**src/rtl/pipe_stage_chain.sv**
```systemverilog
// Multi-stage valid/ready pipeline register with hold (freeze) and flush (squash to a supplied value).
// Bubbles collapse: a stage accepts whenever any stage ahead of it, or the downstream consumer, has room.
module pipe_stage_chain #(
  parameter int              DW      = 32,
  parameter int              STAGES  = 2,
  parameter logic [DW-1:0]   RST_VAL = '0
) (
  input  logic                          clk,
  input  logic                          rst,
  input  logic                          hold_i,
  input  logic                          flush_i,
  input  logic [DW-1:0]                 flush_data,
  input  logic                          in_valid,
  output logic                          in_ready,
  input  logic [DW-1:0]                 in_data,
  output logic                          out_valid,
  input  logic                          out_ready,
  output logic [DW-1:0]                 out_data,
  output logic [$clog2(STAGES+1)-1:0]   count
);

  localparam int CW = $clog2(STAGES + 1);

  logic [STAGES-1:0] v;
  logic [DW-1:0]     d [STAGES];
  logic [STAGES-1:0] rdy;
  logic              room;
  logic              stall;
  logic [CW-1:0]     cnt;

  // A stage may load when it is empty or anything ahead of it can move.
  always_comb begin
    room = out_ready;
    rdy  = '0;
    for (int i = STAGES - 1; i >= 0; i--) begin
      room   = room | ~v[i];
      rdy[i] = room;
    end
  end

  assign stall     = hold_i | flush_i;
  assign in_ready  = rdy[0] & ~stall;
  assign out_valid = v[STAGES-1] & ~stall;
  assign out_data  = d[STAGES-1];

  always_ff @(posedge clk) begin
    if (rst) begin
      v <= '0;
      for (int i = 0; i < STAGES; i++) d[i] <= RST_VAL;
    end else if (flush_i) begin
      v <= '0;
      for (int i = 0; i < STAGES; i++) d[i] <= flush_data;
    end else if (!hold_i) begin
      // Data only moves with a valid source so bubbles never overwrite a held word.
      if (rdy[0]) begin
        v[0] <= in_valid;
        if (in_valid) d[0] <= in_data;
      end
      for (int i = 1; i < STAGES; i++) begin
        if (rdy[i]) begin
          v[i] <= v[i-1];
          if (v[i-1]) d[i] <= d[i-1];
        end
      end
    end
  end

  always_comb begin
    cnt = '0;
    for (int i = 0; i < STAGES; i++) cnt = cnt + CW'(v[i]);
  end

  assign count = cnt;

endmodule

```
**config.mk**
```make
export PLATFORM = sky130hd
export DESIGN_NAME = pipe_stage_chain
export DESIGN_NICKNAME = d
export VERILOG_FILES = /design/src/rtl/pipe_stage_chain.sv
export SDC_FILE = /design/constraint.sdc
export NUM_CORES = 1
export LEC_CHECK = 0
export CAP_MARGIN = 20
export CELL_PAD_IN_SITES_DETAIL_PLACEMENT = 2
export CELL_PAD_IN_SITES_GLOBAL_PLACEMENT = 2
export CORE_MARGIN = 2
export CORE_UTILIZATION = 28
export DETAILED_ROUTE_END_ITERATION = 16
export MAX_ROUTING_LAYER = met4
export PLACE_DENSITY_LB_ADDON = 0.1
export RECOVER_POWER = 50
export SYNTH_ARGS = -nofsm -noshare
export SYNTH_HDL_FRONTEND = slang
export SYNTH_SLANG_ARGS = --single-unit
```
**constraint.sdc**
```tcl
create_clock -name clk -period 3.3 [get_ports clk]
set_input_delay 0.66 -clock clk [delete_from_list [all_inputs] [get_ports clk]]
set_output_delay 0.66 -clock clk [all_outputs]
set_load 0.03 [all_outputs]
```
; ---- Word level (Yosys, flattened, before mapping)
; Memory sizes are Yosys's and may differ from the RTL's.
; Index checks and enable logic that the tools add are counted.
[classes]
n_addsub = 1
n_mul = 0
n_div = 0
order_cmp = 0
n_eq_ne = 0
shift = 0
muxes = 21
bitwise = 13
n_reduce_logical = 3
[ops]
columns = cell, n
row1 = two-way mux 32 bit, 4
row2 = two-way mux 1 bit, 17
row3 = OR 1 bit, 7
row4 = NOT 1 bit, 4
row5 = AND reduction 2 bit, 2
row6 = adder 1 x 1 -> 2 bit, 1
row7 = AND 1 bit, 2
row8 = OR reduction 2 bit, 1
[totals]
regBits = 2
latchBits = 0
ram_bits = 64
mem_bits_ro = 0
inputBits = 70
output_inout_bits = 36
word_cells = 41
n_memories = 1
[memory_table]
columns = memory, depth, word_bits, read_ports, rd_ports_with_merged_regs, wr, line_no
row1 = d, 2, 32, 2, 0, 2, 25  ; logic [DW-1:0] d [STAGES];

; ---- Logic depth before layout (Yosys ltp)
[depth]
ltp_word = 9
mapped_depth = 5

; ---- Least setup slack after synthesis
; Ideal clock, no wire load.
[synth_path]
path_kind = input -> register
startpoint = input port out_ready
endpoint = memory d[0][0], enable pin
setup_time_ns = 0.466
arrival_time_ns = 3.140
required_ns = 2.834
slack_ns = -0.305
stages = 2
path_buffers = 0
cell_sequence = and3b_1 -> o21ai_0
[synth_rtl]
columns = item, line_no
row1 = from (decl), 17  ; input logic out_ready,
row2 = to (decl), 25

; ---- Worst setup path in the final report
[layout_path]
startpoint = input port out_ready
endpoint = output port in_ready
[layout_between]
elab_chain_len = 3
[layout_rtl]
columns = item, line_no
row1 = OR 1 bit (2 in series), 36  ; room = room | ~v[i];
row2 = AND 1 bit, 42  ; assign in_ready = rdy[0] & ~stall;
row3 = to (decl), 14  ; output logic in_ready,
; Every way passes these cells.

==> summary by stage <==
Detailed routing
The final layout contains routed wiring with a total length of 9050 um. The number of remaining DRC errors is 0. The average detailed-routed wire length per instance is 16.6 um. For this run, the detailed router's first-pass iteration total came to 4. In this run the remaining antenna-violating nets after routing total 0.

The DRC marker count from the first detailed-route iteration is 135. The via count is 2478. The number of vias per cell is 4.55.

Worst hold path
The start point of the worst hold path is v[1]. The capture endpoint of the worst hold path is v[1]. The worst hold path passes through 2 cells. In this run the worst hold path is classified as reg2reg.

CTS
The clock sink total is 66. The worst-skew pair later-pin latency is 0.33 ns. The number of setup buffers added after CTS is 0.

The maximum buffer depth of the clock tree is 2. CTS built an H-tree with a depth of 3. In this run, post-CTS hold repair placed 0 buffers. Clock tree synthesis selected as its root buffer the cell clkbuf_16.

After clock tree synthesis, the clock-pin slew on the worst setup and hold paths is 0.05 ns. The post-cts gate resize count is 0. TritonCTS created 9 clock buffers. TritonCTS built the clock tree.

Timing
The peak clock frequency supported by timing is 339 MHz. Setup violations remaining at the end of the flow were counted as 0. The number of pins with negative max-slew slack in the final report is 0. The final setup TNS is 0 ns. For the finished layout, the period the worst path requires is 2.95 ns. The final critical path takes up 89.3% of the cycle. For the pin with the worst max-slew slack, the measured transition is 1.11 ns. The number of hold-slack violations in the final timing report is 0. Clock skew on the completed layout was measured at 0.00610 ns.

Setup repair after global routing left no endpoint under its margin. In this run the tightest slew margin relative to its limit is 25.8%.

Synthesis
The portion of the post-synthesis area used by sequential elements is 52.2%. After synthesis, the cell types taking the most area are edfxtp_1, o22ai_2, nand2b_1, buf_4, nand2_1. The number of enable-type register cells in the synthesized netlist is 64. nand2b_1 is the most common cell in the netlist. The most common flop cell mapped by yosys is edfxtp_1. The number of standard cells after synthesis is 300. Yosys mapped the design onto 20 distinct sky130hd cell types.

The synthesized netlist occupies a cell area of 3760 um^2. Counting flops with an async set or reset pin after synthesis yields a share of 0%. The share of Yosys cell area claimed by the top area cell type is 51.1%. Counting flops and latches in the post-synthesis netlist gives 66. By count the netlist is led by nand2b_1, edfxtp_1, o22ai_2. Summing the areas of all compound-gate instances in the mapped netlist gives 21.6% of the synthesized area. The post-synthesis xor/xnor area fraction is 0%. For this run, the number of Yosys warnings is 0. After synthesis, the largest family of logic cells by area is compound AO/OA/AOI/OAI gates. The synthesized area divided by synthesized cell count is 12.5 um^2. The number of nets in the synthesized netlist is 371. The library cell with the largest summed area after synthesis is edfxtp_1.

The adder-cell share of the synthesized area is 0.333%. The multiplexer area fraction after synthesis is 0%. Summing the areas of all and, or, nand and nor instances in the mapped netlist gives 15.3% of the synthesized area.

Place
The half-perimeter wire length after detailed placement is 5540 um. At the end of routability-driven placement, the weighted congestion stood at 0.708. Input and output buffers added on the ports amount to 105.

Power and ir drop
The worst ir drop on vdd is 0.208 mV. The internal power component is 1.73 mW. Summed over all cells, the static leakage comes to 1.73 nW. The switching portion of total power is 24.6%. The net switching power is 0.563 mW. Of the total power, the clock network draws 38.9%. Sequential cells account for 44.2% of the total power. The power per unit of standard cell area is 465 nW/um^2.

The share of power burned in combinational logic is 16.9%.

Floorplan
Once the floorplan was initialized, standard cells occupied 28.5% of the core. The number of cell rows is 42. 106 I/O pins were placed. The area of the die is 14400 um^2. The die height is 120 um. The horizontal die dimension is 120 um. The placeable core region is 13200 um^2.

Critical path
The critical-path maximum fanout is 3. The critical path in this run is classified as in2out. The endpoint identified for the worst register-to-register timing path is d[0][0]. The stage delay of the slowest cell on the critical path is 0.71 ns. The cell with the most instances on the worst path is clkdlybuf4s50_1. The critical path arrival is 2.29 ns. For the worst flop-to-flop path, the logic depth is 4. The startpoint of the worst setup timing path is out_ready. The critical path goes through clkdlybuf4s50_1 -> and3b_1 -> nor3_1 -> clkdlybuf4s50_1. The launching element type of the critical path is an input pin. The start of the worst register-to-register path is v[0]. The worst setup slack for register-to-register paths is 1.07 ns.

The endpoint type of the worst setup path is an output pin. The cell at the slowest stage of the critical path is clkdlybuf4s50_1. The required time at the worst-slack endpoint is 2.64 ns.

Cells and area
Once layout is complete, the utilization of the core stands at 37.3%. Cells with a size suffix above 1 make up 19.8% of the layout. In the final design database the tool counted 435 nets.

The final antenna diode count is 0. Relative to the synthesized area, the layout overhead comes to 31.1%.

Status
The flow ran to the end, and the final reports show no timing, DRC or antenna violations.

GRT
For this run, the total global-route usage over all layers was measured as 13.5%. The total congestion overflow is 0. The number of antenna violations at the first check in global routing is 0.

The number of global-route vias before repair is 2653. The wire length of the first global-routing pass is 14400 um. Entering global routing, the biggest net connects 129 pins.

Flow run
Max-cap violations in this run came to 0.
## worst max path at each step
stage	to	cells past startpoint
3_5_place_dp	in_ready	4
2_1_floorplan	d[0][0]	2
6_report	in_ready	4
3_3_place_gp	in_ready	4
5_1_grt	in_ready	4
4_1_cts	in_ready	4
## power by group through the flow
stage / combinational (mW) / sequential, mW / clock [mW]
2_1_floorplan: 0.273 / 1.02 / 0
3_3_place_gp: 0.409 / 1.03 / 0
3_5_place_dp: 0.413 / 1.03 / 0
4_1_cts: 0.415 / 1.01 / 0.919
5_1_grt: 0.418 / 1.02 / 0.953
6_report: 0.388 / 1.01 / 0.891
## registers in the layout, summed over array words and instances, names as in the netlist
name	count
d	64
v	2
## final cells by class
type | instances | area (um^2)
clock buffer | 16 | 272
fill | 1392 | 8260
multi-input combinational | 176 | 1380
sequential | 66 | 1960
tap | 176 | 220
inverter | 1 | 3.75
timing repair buffer | 110 | 1090
## cell families after synthesis
family | count (synthesis)
AO/OA/AOI/OAI | 70
buffers and inverters | 58
AND/OR/NAND/NOR | 105
adder cells (fa/ha/maj) | 1
flip-flops | 66
## layer usage
layer / part of all wire, % / track usage (%) / vias to the layer above
met5: 0 / - / -
met4: 0.75 / 4.63 / 0
met3: 4.3 / 3.33 / 5
met2: 50 / 21.4 / 59
met1: 45 / 16.8 / 1231
li1: - / - / 1183
## metrics by stage
step                std cells  total power, mW  setup WS (ns)  instance area [um^2]  hold slack [ns]
floorplan                 300             1.30          0.561                  3760            0.482
global placement          529             1.44          0.403                  4720            0.538
detailed placement        529             1.44          0.350                  4720            0.523
CTS                       545             2.35          0.349                  4990            0.534
global route              545             2.39          0.241                  4930            0.595
finish                    545             2.29          0.352                  4930            0.539
## cells in the final DEF (no fill, tap or decap), types with 2 or more instances in the layout
master	count
dlygate4sd3_1	32
o22ai_1	11
nor2_1	2
edfxtp_1	64
clkbuf_8	2
dfxtp_1	2
o22ai_2	53
o21ai_0	2
nand2_1	32
clkbuf_2	2
o21ai_4	2
clkdlybuf4s50_1	71
nand2b_1	66
buf_4	2
clkbuf_16	9
clkbuf_1	6
## critical path, delay by kind of cell
kind	cells	cell delay, ns
buffers and inverters	2	1.20
and+or+nand+nor	2	0.42
(Power assumes the default switching activity.)
